File: src/rtl/pwm_meter_pkg.sv
// pwm_meter_pkg: shared types and constants for the PWM duty meter.
//   state_e     : measurement FSM states (IDLE, HIGH, LOW)
//   duty_e      : 2-bit quantized duty code driven on duty_sel
//   Q_NUM_*     : numerators of the 3/8, 5/8, 7/8 class thresholds
//   GLITCH_HOLD : cycles a new level must persist to count as an edge
//                 (only used when PWM_METER_GLITCH_FILTER_EN is defined)
package pwm_meter_pkg;

  typedef enum logic [1:0] {
    IDLE = 2'd0,
    HIGH = 2'd1,
    LOW  = 2'd2
  } state_e;

  typedef enum logic [1:0] {
    DUTY_25  = 2'b00,
    DUTY_50  = 2'b01,
    DUTY_75  = 2'b10,
    DUTY_100 = 2'b11
  } duty_e;

  localparam int unsigned Q_NUM_LO  = 3;
  localparam int unsigned Q_NUM_MID = 5;
  localparam int unsigned Q_NUM_HI  = 7;

  localparam int unsigned GLITCH_HOLD = 4;

endpackage

File: src/rtl/pwm_duty_meter_if.sv
// pwm_duty_meter_if: bundles the measured pin and the measurement results.
//   pwm_in     : PWM pin under measurement (async to clk)
//   high_cnt   : last high time, clk cycles
//   period_cnt : last period (rise to rise), clk cycles
//   duty_sel   : quantized duty class
//   meas_valid : one-cycle pulse when the results update
//   stuck_high : no edge for 2*NOM cycles while high
//   stuck_low  : no edge for 2*NOM cycles while low
// Modports: master = source of pwm_in / consumer of results,
//           slave  = the meter itself.
interface pwm_duty_meter_if #(
  parameter int unsigned CNT_W = 24
);
  logic             pwm_in;
  logic [CNT_W-1:0] high_cnt;
  logic [CNT_W-1:0] period_cnt;
  logic [1:0]       duty_sel;
  logic             meas_valid;
  logic             stuck_high;
  logic             stuck_low;

  modport master (
    output pwm_in,
    input  high_cnt, period_cnt, duty_sel, meas_valid, stuck_high, stuck_low
  );

  modport slave (
    input  pwm_in,
    output high_cnt, period_cnt, duty_sel, meas_valid, stuck_high, stuck_low
  );
endinterface

File: src/rtl/pwm_edge_sync.sv
// pwm_edge_sync: 2-flop synchronizer for the PWM pin plus rise/fall event
// generation.
//   clk, reset : system clock, synchronous active-high reset
//   i_pwm      : asynchronous PWM input
//   o_rise     : one-cycle rise event
//   o_fall     : one-cycle fall event
// Optional feature macro: PWM_METER_GLITCH_FILTER_EN. When defined, a level
// change is only reported once the synchronized signal has held the new
// level for GLITCH_HOLD consecutive cycles; shorter pulses vanish. Both
// edges see the same extra delay, so measured intervals are unchanged.
module pwm_edge_sync
  import pwm_meter_pkg::*;
(
  input  logic clk,
  input  logic reset,
  input  logic i_pwm,
  output logic o_rise,
  output logic o_fall
);

  logic r_meta;
  logic r_s;

  always_ff @(posedge clk) begin
    if (reset) begin
      r_meta <= 1'b0;
      r_s    <= 1'b0;
    end else begin
      r_meta <= i_pwm;
      r_s    <= r_meta;
    end
  end

`ifdef PWM_METER_GLITCH_FILTER_EN
  // r_lvl is the accepted level; r_run counts how many cycles before the
  // current one r_s has already disagreed with it.
  logic       r_lvl;
  logic [1:0] r_run;
  logic       w_diff;
  logic       w_take;

  assign w_diff = (r_s != r_lvl);
  // Fires in the 4th consecutive differing cycle: 3 cycles past the
  // unfiltered detection point.
  assign w_take = w_diff && (r_run == 2'(GLITCH_HOLD - 1));

  always_ff @(posedge clk) begin
    if (reset) begin
      r_lvl <= 1'b0;
      r_run <= '0;
    end else if (!w_diff) begin
      r_run <= '0;
    end else if (w_take) begin
      r_lvl <= r_s;
      r_run <= '0;
    end else begin
      r_run <= r_run + 2'd1;
    end
  end

  assign o_rise = w_take &  r_s;
  assign o_fall = w_take & ~r_s;
`else
  logic r_s_d;

  always_ff @(posedge clk) begin
    if (reset) r_s_d <= 1'b0;
    else       r_s_d <= r_s;
  end

  assign o_rise =  r_s & ~r_s_d;
  assign o_fall = ~r_s &  r_s_d;
`endif

endmodule

File: src/rtl/pwm_duty_meter.sv
// pwm_duty_meter: measures high time and period of a PWM pin, classifies the
// duty into four bins and flags a pin that has stopped toggling.
//   Parameters : CLK_FREQ_HZ, PWM_FREQ_HZ (NOM = CLK/PWM cycles), CNT_W
//   clk        : system clock
//   reset      : synchronous active-high reset
//   bus        : pwm_duty_meter_if.slave (pwm_in in; high_cnt, period_cnt,
//                duty_sel, meas_valid, stuck_high, stuck_low out)
// Optional feature macro: PWM_METER_GLITCH_FILTER_EN (see pwm_edge_sync).
// All outputs are registered. Timeout is 2*NOM cycles without an edge.
module pwm_duty_meter
  import pwm_meter_pkg::*;
#(
  parameter int unsigned CLK_FREQ_HZ = 100_000_000,
  parameter int unsigned PWM_FREQ_HZ = 50,
  parameter int unsigned CNT_W       = 24
) (
  input  logic                clk,
  input  logic                reset,
  pwm_duty_meter_if.slave     bus
);

  localparam int unsigned     NOM  = CLK_FREQ_HZ / PWM_FREQ_HZ;
  localparam longint unsigned TO_L = 2 * longint'(NOM);
  localparam logic [CNT_W-1:0] TO    = CNT_W'(TO_L);
  localparam logic [CNT_W-1:0] TO_M1 = CNT_W'(TO_L - 1);
  localparam int unsigned     QW   = CNT_W + 3;

  // The counter must hold 2*NOM without wrapping.
  if (CNT_W < 40 && (64'd1 << CNT_W) <= TO_L) begin : g_cnt_w_check
    $error("pwm_duty_meter: CNT_W too small for 2*NOM");
  end

  logic w_rise;
  logic w_fall;

  pwm_edge_sync u_sync (
    .clk    (clk),
    .reset  (reset),
    .i_pwm  (bus.pwm_in),
    .o_rise (w_rise),
    .o_fall (w_fall)
  );

  state_e           r_st,     w_st_n;
  logic [CNT_W-1:0] r_cnt,    w_cnt_n;
  logic [CNT_W-1:0] r_hi_tmp, w_hi_tmp_n;
  logic [CNT_W-1:0] r_high,   w_high_n;
  logic [CNT_W-1:0] r_period, w_period_n;
  duty_e            r_duty,   w_duty_n;
  logic             r_mv,     w_mv_n;
  logic             r_sh,     w_sh_n;
  logic             r_sl,     w_sl_n;

  // r_cnt holds (cycles since last rise) - 1, so cnt+1 is the interval that
  // ends on the current edge; the timeout fires after exactly 2*NOM cycles.
  logic [CNT_W-1:0] w_cnt_inc;
  logic             w_to;
  assign w_cnt_inc = r_cnt + CNT_W'(1);
  assign w_to      = (r_cnt == TO_M1);

  // Quantizer on the values being captured at a period-closing rise.
  logic [QW-1:0] w_h8, w_p3, w_p5, w_p7;
  duty_e         w_quant;
  assign w_h8 = {r_hi_tmp, 3'b000};
  assign w_p3 = QW'(w_cnt_inc) * QW'(Q_NUM_LO);
  assign w_p5 = QW'(w_cnt_inc) * QW'(Q_NUM_MID);
  assign w_p7 = QW'(w_cnt_inc) * QW'(Q_NUM_HI);

  always_comb begin
    if      (w_h8 < w_p3) w_quant = DUTY_25;
    else if (w_h8 < w_p5) w_quant = DUTY_50;
    else if (w_h8 < w_p7) w_quant = DUTY_75;
    else                  w_quant = DUTY_100;
  end

  always_comb begin
    w_st_n     = r_st;
    w_cnt_n    = w_to ? r_cnt : w_cnt_inc;  // saturate, never wrap
    w_hi_tmp_n = r_hi_tmp;
    w_high_n   = r_high;
    w_period_n = r_period;
    w_duty_n   = r_duty;
    w_mv_n     = 1'b0;
    w_sh_n     = r_sh;
    w_sl_n     = r_sl;
    // Edges are tested before the timeout so an edge always wins.
    case (r_st)
      IDLE: begin
        if (w_rise) begin
          w_st_n  = HIGH;
          w_cnt_n = '0;
          w_sl_n  = 1'b0;
        end else if (w_to) begin
          w_sl_n  = 1'b1;
        end
      end
      HIGH: begin
        if (w_fall) begin
          w_st_n     = LOW;
          w_hi_tmp_n = w_cnt_inc;
          w_sh_n     = 1'b0;
        end else if (w_to && !r_sh) begin
          // Counter stays saturated; r_sh keeps this from re-firing.
          w_sh_n     = 1'b1;
          w_duty_n   = DUTY_100;
          w_high_n   = TO;
          w_period_n = TO;
          w_mv_n     = 1'b1;
        end
      end
      LOW: begin
        if (w_rise) begin
          w_st_n     = HIGH;
          w_period_n = w_cnt_inc;
          w_high_n   = r_hi_tmp;
          w_duty_n   = w_quant;
          w_mv_n     = 1'b1;
          w_cnt_n    = '0;
          w_sl_n     = 1'b0;
        end else if (w_to) begin
          w_st_n = IDLE;
          w_sl_n = 1'b1;
        end
      end
      default: w_st_n = IDLE;
    endcase
  end

  always_ff @(posedge clk) begin
    if (reset) begin
      r_st     <= IDLE;
      r_cnt    <= '0;
      r_hi_tmp <= '0;
      r_high   <= '0;
      r_period <= '0;
      r_duty   <= DUTY_25;
      r_mv     <= 1'b0;
      r_sh     <= 1'b0;
      r_sl     <= 1'b0;
    end else begin
      r_st     <= w_st_n;
      r_cnt    <= w_cnt_n;
      r_hi_tmp <= w_hi_tmp_n;
      r_high   <= w_high_n;
      r_period <= w_period_n;
      r_duty   <= w_duty_n;
      r_mv     <= w_mv_n;
      r_sh     <= w_sh_n;
      r_sl     <= w_sl_n;
    end
  end

  assign bus.high_cnt   = r_high;
  assign bus.period_cnt = r_period;
  assign bus.duty_sel   = r_duty;
  assign bus.meas_valid = r_mv;
  assign bus.stuck_high = r_sh;
  assign bus.stuck_low  = r_sl;

endmodule

File: src/flat_wrapper.sv
// flat-port wrapper written by rule: the top's interface ports become plain ports
module pwm_duty_meter_flat import pwm_meter_pkg::*;
#(
  parameter int unsigned CLK_FREQ_HZ = 100_000_000,
  parameter int unsigned PWM_FREQ_HZ = 50,
  parameter int unsigned CNT_W       = 24
)
  (clk, reset, bus_pwm_in, bus_high_cnt, bus_period_cnt, bus_duty_sel, bus_meas_valid, bus_stuck_high, bus_stuck_low);
  pwm_duty_meter_if #(.CNT_W(CNT_W)) bus_i ();
  input  logic clk;
  input  logic reset;
  input wire logic [$bits(bus_i.pwm_in)-1:0] bus_pwm_in;
  output wire logic [$bits(bus_i.high_cnt)-1:0] bus_high_cnt;
  output wire logic [$bits(bus_i.period_cnt)-1:0] bus_period_cnt;
  output wire logic [$bits(bus_i.duty_sel)-1:0] bus_duty_sel;
  output wire logic [$bits(bus_i.meas_valid)-1:0] bus_meas_valid;
  output wire logic [$bits(bus_i.stuck_high)-1:0] bus_stuck_high;
  output wire logic [$bits(bus_i.stuck_low)-1:0] bus_stuck_low;
  assign bus_i.pwm_in = bus_pwm_in;
  assign bus_high_cnt = bus_i.high_cnt;
  assign bus_period_cnt = bus_i.period_cnt;
  assign bus_duty_sel = bus_i.duty_sel;
  assign bus_meas_valid = bus_i.meas_valid;
  assign bus_stuck_high = bus_i.stuck_high;
  assign bus_stuck_low = bus_i.stuck_low;
  pwm_duty_meter #(.CLK_FREQ_HZ(CLK_FREQ_HZ), .PWM_FREQ_HZ(PWM_FREQ_HZ), .CNT_W(CNT_W)) u_core (.clk(clk), .reset(reset), .bus(bus_i));
endmodule
File: config.mk
export PLATFORM = sky130hd
export DESIGN_NAME = pwm_duty_meter_flat
export DESIGN_NICKNAME = d
export VERILOG_FILES = /design/src/rtl/pwm_meter_pkg.sv /design/src/rtl/pwm_duty_meter_if.sv /design/src/rtl/pwm_edge_sync.sv /design/src/rtl/pwm_duty_meter.sv /design/src/flat_wrapper.sv
export SDC_FILE = /design/constraint.sdc
export NUM_CORES = 1
export LEC_CHECK = 0
export CAP_MARGIN = 10
export CORE_MARGIN = 3
export CORE_UTILIZATION = 45
export CTS_BUF_LIST = sky130_fd_sc_hd__clkbuf_8 sky130_fd_sc_hd__clkbuf_16
export CTS_CLUSTER_SIZE = 24
export DETAILED_ROUTE_END_ITERATION = 8
export GPL_ROUTABILITY_DRIVEN = 0
export HOLD_SLACK_MARGIN = 0.05
export SLEW_MARGIN = 10
export SYNTH_ARGS = -nofsm -noshare
export SYNTH_HDL_FRONTEND = slang
export SYNTH_SLANG_ARGS = --single-unit
File: constraint.sdc
create_clock -name clk -period 7 [get_ports clk]
set_input_delay 0.7 -clock clk [delete_from_list [all_inputs] [get_ports clk]]
set_output_delay 0.7 -clock clk [all_outputs]
set_load 0.02 [all_outputs]
==> impl_metrics.env, run 1 <==
export IMPL_number_of_diodes_added_for_antenna_fixing=0
export IMPL_wp_data_arrival_ps=6630
export IMPL_number_of_enable_flip_flop_cells_after_synthesis=0
export IMPL_combinationalPowerShare_pct=19.0
export IMPL_synth_sequential_area_ratio_pct=22.1
export IMPL_synth_async_sr_flop_share_pct=0
export IMPL_clock_skew_final_ps=13.0
export IMPL_total_wirelength_of_the_detailed_routed_design_mm=25.6
export IMPL_final_hold_viol_count=0
export IMPL_cts_root_to_sink_buffers=2
export IMPL_core_area_mm2=0.0206
export IMPL_fmaxAchievable_ghz=0.157
export IMPL_postSynthCellCount=1161
export IMPL_via_count_normalized_by_instance_count=5.61
export IMPL_die_y_um=152
export IMPL_drt_initial_drc_count=463
export IMPL_min_from="u_core.bus.high_cnt[13]$_SDFFE_PP0P_"
export IMPL_dp_final_hpwl_mm=20.3
export IMPL_htreeDepth=3
export IMPL_ys_ff_latch=106
export IMPL_required_ps=7260
export IMPL_cts_sink_count=106
export IMPL_worst_path_stages=25
export IMPL_net_switching_component_of_the_power_uw=441
export IMPL_crit_reg2reg_launch="u_core.r_cnt[0]$_SDFF_PP0_"
export IMPL_postCtsHoldBufs=0
export IMPL_slew_viol_final=0
export IMPL_setup_tns_final_ps=0
export IMPL_cp_endpoint="u_core.bus.duty_sel[0]$_SDFFE_PP0P_"
export IMPL_timing_max_slew_rel_slack_pct=38.8
export IMPL_dr_total_vias=8274
export IMPL_drive_gt1_share_pct=7.30
export IMPL_cts_repair_resized=0
export IMPL_total_setup_violations_reported_at_the_end_of_the_flow=0
export IMPL_synthesis_yosys_warnings=0
export IMPL_crit_fanout=11
export IMPL_power_per_standard_cell_area_mw_per_mm2=133
export IMPL_cts_setup_buffers=0
export IMPL_worst_r2r_endpoint="u_core.bus.duty_sel[0]$_SDFFE_PP0P_"
export IMPL_ant_nets=0
export IMPL_grt_remaining_overflow=0
export IMPL_starting_density_of_the_core_pct=46.6
export IMPL_synth_main_ff_cell="dfxtp_1"
export IMPL_worst_path_largest_cell_delay_ps=570
export IMPL_routed_wire_length_per_instance_um=17.3
export IMPL_worstSkewPairLatency_ps=360
export IMPL_worst_r2r_setup_slack_ps=630
export IMPL_start_kind="flip-flop"
export IMPL_swShare_pct=31.0
export IMPL_final_net_count=1376
export IMPL_post_route_min_period_ps=6370
export IMPL_met1_global_route_usage_pct=34.1
export IMPL_groute_layer_met2_usage_pct=33.5
export IMPL_synthesis_nets=1336
export IMPL_grt_pass1_wl_mm=42.1
export IMPL_timing_worst_setup_path_type="reg -> reg"
export IMPL_globalRouteMet3Util_pct=2.73
export IMPL_drcViolationCount=0
export IMPL_grt_setup_unrepaired="false"
export IMPL_clk_pin_slew_worst_paths_ps=80
export IMPL_vdd_ir_drop_max_mv=0.0867
export IMPL_timing_reg2reg_worst_path_depth=25
export IMPL_grt_util_all_layers_pct=22.1
export IMPL_p_leak_nw=4.86
export IMPL_final_core_utilization_pct=52.3
export IMPL_vias_in_the_first_global_route=8051
export IMPL_critical_path_top_delay_family="compound AO/OA/AOI/OAI gates"
export IMPL_yosys_cell_types_count=86
export IMPL_crit_start="u_core.r_cnt[0]$_SDFF_PP0_"
export IMPL_placementRows=52
export IMPL_grt_start_max_net_pins=82
export IMPL_layout_worst_path_cycle_share_pct=91.0
export IMPL_buffer_ports_inserted=55
export IMPL_critical_path_slowest_cell="dfxtp_1"
export IMPL_fp_dieArea_mm2=0.0231
export IMPL_end_kind="flip-flop"
export IMPL_dr_pass1_iters=5
export IMPL_layout_cells_most_common="ha_1"
export IMPL_run_status="complete, no violations"
export IMPL_most_common_layout_cells="ha_1, nor2_1, dfxtp_1, a21oi_1, nand2_1"
export IMPL_tritoncts_num_buffers=9
export IMPL_max_cap_violations=0
export IMPL_design_portCount=56
export IMPL_syn_avg_cell_area_um2=8.25
export IMPL_netlist_area_mm2=0.00958
export IMPL_cell_internal_pwr_uw=984
export IMPL_worstPathBufferInverterCount=1
export IMPL_syn2layout_area_growth_pct=12.2
export IMPL_most_congested_layer_reported_by_global_routing="met1"
export IMPL_die_w_um=152
export IMPL_cts_tree="done"
export IMPL_clock_power_share_pct=35.4
export IMPL_seq_power_share_pct=45.5
export IMPL_clock_root_buffer="clkbuf_16"
export IMPL_antenna_found_initial=0
export IMPL_min_delay_path_class="reg -> reg"
export IMPL_timing_worst_slew_pin_value_ps=918
==> cells in the mapped netlist (3+ instances only) <==
library cell,count,area (µm²)
buf_2,6,30.0
o211ai_1,5,37.5
nand2_1,74,278
fa_1,14,280
nor3b_1,9,67.6
xor2_1,33,289
clkinv_1,3,11.3
and3_1,6,37.5
xnor2_2,4,65.1
o21ai_0,36,180
ha_1,158,1980
nor4_1,6,37.5
a21oi_1,96,480
nor2_1,118,443
nor3_1,27,135
a211oi_1,29,218
a21o_1,38,285
or4_1,3,22.5
or2_2,3,18.8
or3_1,5,31.3
and2_1,12,75.1
clkbuf_1,38,143
o22ai_1,3,18.8
a311oi_1,9,78.8
o21bai_1,7,52.6
nor2b_1,15,93.8
inv_1,61,229
nand3_1,51,255
a31o_2,3,26.3
a31oi_1,6,37.5
xnor2_1,65,569
dfxtp_1,106,2120
inv_2,4,15.0
buf_1,5,18.8
o21a_1,16,120
nand4_1,10,62.6
nand2b_1,14,87.6
==> area by class of cell <==
class	count	area [µm²]
Clock buffer	9	225
Timing Repair Buffer	80	733
Fill cell	2020	9810
Inverter	68	255
Clock inverter	7	61.3
Multi-Input combinational cell	936	7020
Tap cell	270	338
Sequential cell	106	2120
==> logic make-up (layout without fill, tap and decap cells) <==
logic type / Yosys count / after routing / share of synthesized area (%)
AOI/OAI and AO/OA: 288 / 288 / 20.1
xor gates and xnor gates: 103 / 103 / 9.81
adders and majority gates: 174 / 174 / 23.8
buffers and inverters: 119 / 164 / 4.82
DFF: 106 / 106 / 22.1
muxes: 1 / 1 / 0.104
and+or+nand+nor: 370 / 370 / 19.2
==> power groups by stage <==
stage	clock network, mW	logic (mW)	registers [mW]
2_1_floorplan	0	0.165	0.678
6_report	0.505	0.271	0.649
3_5_place_dp	0	0.272	0.663
3_3_place_gp	0	0.272	0.663
5_1_grt	0.540	0.303	0.653
4_1_cts	0.518	0.273	0.649
==> worst reg2reg max path, stage by stage (launching register included) <==
cell	delay, ps
dfxtp_1	570
ha_1	290
nand2_2	130
or3_1	440
xor2_2	300
inv_1	210
ha_1	330
ha_1	350
a21o_1	180
a21oi_1	230
a21bo_2	270
a31oi_1	300
a21oi_1	120
a21oi_1	280
nor2_1	70
a311oi_1	340
ha_1	310
a21o_1	160
a21o_1	170
a21o_1	160
a21oi_1	150
o22ai_1	90
nor3_1	290
nor2_1	90
a22o_1	200
a311oi_1	230
==> flip-flops by register name (all words and copies together) (netlist names), 2 cells and up <==
register,flops
u_core.r_st,2
u_core.bus.high_cnt,24
u_core.bus.period_cnt,24
u_core.r_hi_tmp,24
u_core.bus.duty_sel,2
u_core.r_cnt,24
==> worst min-delay path by stage <==
stage                                                        to  cells after the start
final                      u_core.bus.high_cnt[13]$_SDFFE_PP0P_                      2
after global routing      u_core.bus.period_cnt[2]$_SDFFE_PP0P_                      2
after CTS                  u_core.bus.high_cnt[13]$_SDFFE_PP0P_                      2
after detailed placement  u_core.bus.period_cnt[4]$_SDFFE_PP0P_                      2
after global placement             u_core.u_sync.r_s$_SDFF_PP0_                      1
after floorplan                    u_core.u_sync.r_s$_SDFF_PP0_                      1
==> stage by stage <==
stage	power [mW]	std cells	cell area (µm²)	setup WS [ps]	hold slack, ps
after floorplan	0.844	1161	9580	1440	414
after global placement	0.934	1460	10500	452	432
after detailed placement	0.936	1460	10500	383	446
after CTS	1.44	1476	10700	341	454
after global routing	1.50	1476	10800	72.0	474
final	1.43	1476	10800	631	450
==> per-layer routing <==
layer	routed length (µm)	share of wire [%]
met3	1110	4.3
met1	13600	53
met4	163	0.64
met2	10700	42
met5	0	0
Power figures use the tool's default switching activity.
==> run 2: changes to the inputs <==
--- a/config.mk
+++ b/config.mk
@@ -6,6 +6,7 @@
 export NUM_CORES = 1
 export LEC_CHECK = 0
 export CAP_MARGIN = 10
+export CORE_ASPECT_RATIO = 0.6
 export CORE_MARGIN = 3
 export CORE_UTILIZATION = 45
 export CTS_BUF_LIST = sky130_fd_sc_hd__clkbuf_8 sky130_fd_sc_hd__clkbuf_16
@@ -16,4 +17,5 @@
 export SLEW_MARGIN = 10
 export SYNTH_ARGS = -nofsm -noshare
 export SYNTH_HDL_FRONTEND = slang
+export SYNTH_HIERARCHICAL = 1
 export SYNTH_SLANG_ARGS = --single-unit
==> run 2 against run 1 <==
Non-clock buffer count is 11 higher. Critical path depth is 1 lower. Synthesized area is 0.16% higher. Combinational power is 11% higher. Power is 3.7% higher. Via count is 2.8% higher. Fmax is 2.2% lower. Setup slack worse by 150 ps. Utilization is 0.69 points higher. Global-route usage is 2.1 points higher. Cell area is 0.87% higher. Clock power is 3% higher. Highest routed layer unchanged.
==> impl_metrics.env, run 2 <==
export IMPL_run_status="complete, no violations"
export IMPL_timing_worst_slew_pin_value_ps=954
export IMPL_cts_sink_count=106
export IMPL_min_from="u_core/u_sync/r_meta$_SDFF_PP0_"
export IMPL_synthesis_nets=1337
export IMPL_worst_r2r_setup_slack_ps=480
export IMPL_ys_ff_latch=106
export IMPL_netlist_area_mm2=0.00960
export IMPL_total_wirelength_of_the_detailed_routed_design_mm=28.2
export IMPL_critical_path_top_delay_family="compound AO/OA/AOI/OAI gates"
export IMPL_clock_power_share_pct=35.1
export IMPL_timing_worst_setup_path_type="reg -> reg"
export IMPL_crit_reg2reg_launch="u_core/r_cnt[1]$_SDFF_PP0_"
export IMPL_crit_path_cell_trace="ha_1 > nand3_1 > nor3_1 > xnor2_1 > inv_1 > xnor2_1 > ha_1 > ha_1 > a211oi_1 > nand2_1 > a21o_1 > a41oi_1 > o22ai_1 > or2_2 > a21oi_1 > xor2_1 > ha_1 > nand4_1 > nor2_1 > o211ai_1 > a31oi_1 > o21ai_0 > a211o_1 > a2111oi_0"
export IMPL_design_portCount=56
export IMPL_die_w_um=195
export IMPL_via_count_normalized_by_instance_count=5.72
export IMPL_total_setup_violations_reported_at_the_end_of_the_flow=0
export IMPL_worstSkewPairLatency_ps=370
export IMPL_net_switching_component_of_the_power_uw=476
export IMPL_number_of_fillers_in_the_final_layout=1906
export IMPL_grt_setup_unrepaired="false"
export IMPL_post_synth_top_area_fraction_pct=22.1
export IMPL_buffer_ports_inserted=55
export IMPL_synth_most_common_cell="ha_1"
export IMPL_layout_cells_most_common="ha_1"
export IMPL_placementRows=40
export IMPL_critical_path_top_cell_by_count="ha_1"
export IMPL_clock_skew_final_ps=13.6
export IMPL_p_leak_nw=5.01
export IMPL_crit_fanout=7
export IMPL_synth_area_top_cells="dfxtp_1, ha_1, a21oi_1"
export IMPL_cell_internal_pwr_mw=1.00
export IMPL_power_per_standard_cell_area_mw_per_mm2=136
export IMPL_grt_remaining_overflow=0
export IMPL_synth_async_sr_flop_share_pct=0
export IMPL_most_common_layout_cells="ha_1, nor2_1, a21oi_1, dfxtp_1, inv_1"
export IMPL_final_hold_viol_count=0
export IMPL_required_ps=7240
export IMPL_clock_root_buffer="clkbuf_16"
export IMPL_grt_util_all_layers_pct=24.2
export IMPL_finish_cell_count_without_fillers=1486
export IMPL_post_route_min_period_ps=6520
export IMPL_combinationalPowerShare_pct=20.4
export IMPL_yosys_cell_types_count=72
export IMPL_cts_setup_buffers=0
export IMPL_worstPathBufferInverterCount=1
export IMPL_worstHoldPathCells=1
export IMPL_clk_pin_slew_worst_paths_ps=90
export IMPL_worst_path_largest_cell_delay_ps=470
export IMPL_cts_repair_resized=0
export IMPL_min_delay_endpoint="u_core/u_sync/r_s$_SDFF_PP0_"
export IMPL_tritoncts_num_buffers=9
export IMPL_dr_total_vias=8505
export IMPL_number_of_diodes_added_for_antenna_fixing=0
export IMPL_synthesis_yosys_warnings=6
export IMPL_ant_nets=0
export IMPL_max_cap_violations=0
export IMPL_seq_power_share_pct=44.4
export IMPL_htreeDepth=3
export IMPL_postCtsHoldBufs=0
export IMPL_timing_max_slew_rel_slack_pct=36.4
export IMPL_synth_main_ff_cell="dfxtp_1"
export IMPL_drcViolationCount=0
export IMPL_fp_dieArea_mm2=0.0232
export IMPL_worst_r2r_endpoint="u_core/bus.duty_sel[0]$_SDFFE_PP0P_"
export IMPL_cts_root_to_sink_buffers=2
export IMPL_hold_ws_ps=456
export IMPL_layout_worst_path_cycle_share_pct=93.1
export IMPL_final_net_count=1387
export IMPL_dr_pass1_iters=5
export IMPL_yosys_area_top_type="dfxtp_1"
export IMPL_drt_initial_drc_count=751
export IMPL_vias_in_the_first_global_route=7749
export IMPL_swShare_pct=32.2
export IMPL_slew_viol_final=0
export IMPL_setup_tns_final_ps=0
export IMPL_synth_top_cells_by_count="ha_1, nor2_1, a21oi_1"
export IMPL_dp_final_hpwl_mm=22.0
export IMPL_syn2layout_area_growth_pct=13.0
export IMPL_grt_pass1_wl_mm=44.4
export IMPL_number_of_enable_flip_flop_cells_after_synthesis=0
export IMPL_die_y_um=119
export IMPL_grt_start_max_net_pins=83
export IMPL_syn_avg_cell_area_um2=8.29
export IMPL_vdd_ir_drop_max_mv=0.136
export IMPL_postSynthCellCount=1158
export IMPL_end_kind="flip-flop"
export IMPL_critical_path_slowest_cell="dfxtp_1"
export IMPL_timing_reg2reg_worst_path_depth=24
export IMPL_drive_gt1_share_pct=7.34
export IMPL_starting_density_of_the_core_pct=46.9
export IMPL_antenna_found_initial=0
export IMPL_dp_cells=1470
export IMPL_wp_data_arrival_ps=6760
export IMPL_min_delay_path_class="reg -> reg"
export IMPL_worst_path_stages=24
export IMPL_routed_wire_length_per_instance_um=19.0
export IMPL_fmaxAchievable_ghz=0.153
export IMPL_synth_sequential_area_ratio_pct=22.1
export IMPL_cts_tree="done"
export IMPL_core_area_mm2=0.0205
export IMPL_start_kind="flip-flop"
-- run 2: cell count changes after synthesis, sizes merged, moves of 6 or more --
cell	change
a21oi	+11
and2	-6
o21a	-6
inv	+7
nor3	-12
nand2	-15
nand4	+6
xnor2	-8
a21o	+8
-- run 2: cell type report --
type / count / area (µm²) / share of cell area (%)
clock buffers: 9 / 225 / 2.08
clock inverters: 7 / 67.6 / 0.623
inverters: 72 / 270 / 2.49
multi-input cells: 928 / 7000 / 64.6
flip-flops and latches: 106 / 2120 / 19.6
well taps: 273 / 342 / 3.15
repair buffers: 91 / 816 / 7.52
-- run 2: kinds of logic after synthesis --
| kind of cell | after synthesis | share of synthesized area, % |
|---|---|---|
| and+or+nand+nor | 352 | 18.7 |
| AOI/OAI and AO/OA | 298 | 20.3 |
| adders and majority gates | 177 | 24.2 |
| buffers and inverters | 124 | 5.06 |
| DFF | 106 | 22.1 |
| xor gates and xnor gates | 100 | 9.52 |
| muxes | 1 | 0.104 |
-- run 2: per-stage QoR --
stage                     utilization (%)  setup WS [ps]  power [mW]  instance area [µm²]
final                                53.0            484        1.48                10800
after CTS                            52.9            366        1.49                10800
after global placement               51.5            600       0.968                10500
after floorplan                         -           1340       0.862                 9600
after detailed placement             51.5            362       0.967                10500
after global routing                 53.0           19.1        1.54                10800
-- run 2: how the worst max path moves through the flow --
stage | from | end | slack [ps]
after global routing | u_core/r_cnt[0]$_SDFF_PP0_ | u_core/bus.duty_sel[0]$_SDFFE_PP0P_ | 20
after global placement | u_core/r_cnt[0]$_SDFF_PP0_ | u_core/bus.duty_sel[0]$_SDFFE_PP0P_ | 600
after detailed placement | u_core/r_cnt[0]$_SDFF_PP0_ | u_core/bus.duty_sel[0]$_SDFFE_PP0P_ | 360
final | u_core/r_cnt[1]$_SDFF_PP0_ | u_core/bus.duty_sel[0]$_SDFFE_PP0P_ | 480
after CTS | u_core/r_cnt[0]$_SDFF_PP0_ | u_core/bus.duty_sel[0]$_SDFFE_PP0P_ | 370
after floorplan | u_core/r_cnt[1]$_SDFF_PP0_ | u_core/bus.duty_sel[0]$_SDFFE_PP0P_ | 1340
-- run 2: routing by layer --
metal | wire [µm] | up-vias | track usage (%)
li1 | - | 4252 | -
met1 | 16000 | 3941 | 42.3
met2 | 9200 | 297 | 27.4
met3 | 2820 | 15 | 7.21
met4 | 167 | 0 | 3.18
met5 | 0 | - | 0
-- run 2: power by group through the flow --
stage          clock (mW)  combinational, mW  sequential, mW
3_3_place_gp            0              0.298           0.670
3_5_place_dp            0              0.298           0.669
6_report            0.519              0.302           0.657
5_1_grt             0.551              0.332           0.660
4_1_cts             0.530              0.299           0.656
2_1_floorplan           0              0.178           0.684
-- run 2: worst reg2reg max path, stage by stage (launching register included) --
cell and delay (ps):
dfxtp_1 470, ha_1 260, nand3_1 270, nor3_1 340, xnor2_1 270, inv_1 220
xnor2_1 370, ha_1 310, ha_1 340, a211oi_1 390, nand2_1 110, a21o_1 170
a41oi_1 300, o22ai_1 170, or2_2 320, a21oi_1 170, xor2_1 100, ha_1 290
nand4_1 100, nor2_1 200, o211ai_1 170, a31oi_1 230, o21ai_0 120, a211o_1 310
a2111oi_0 390
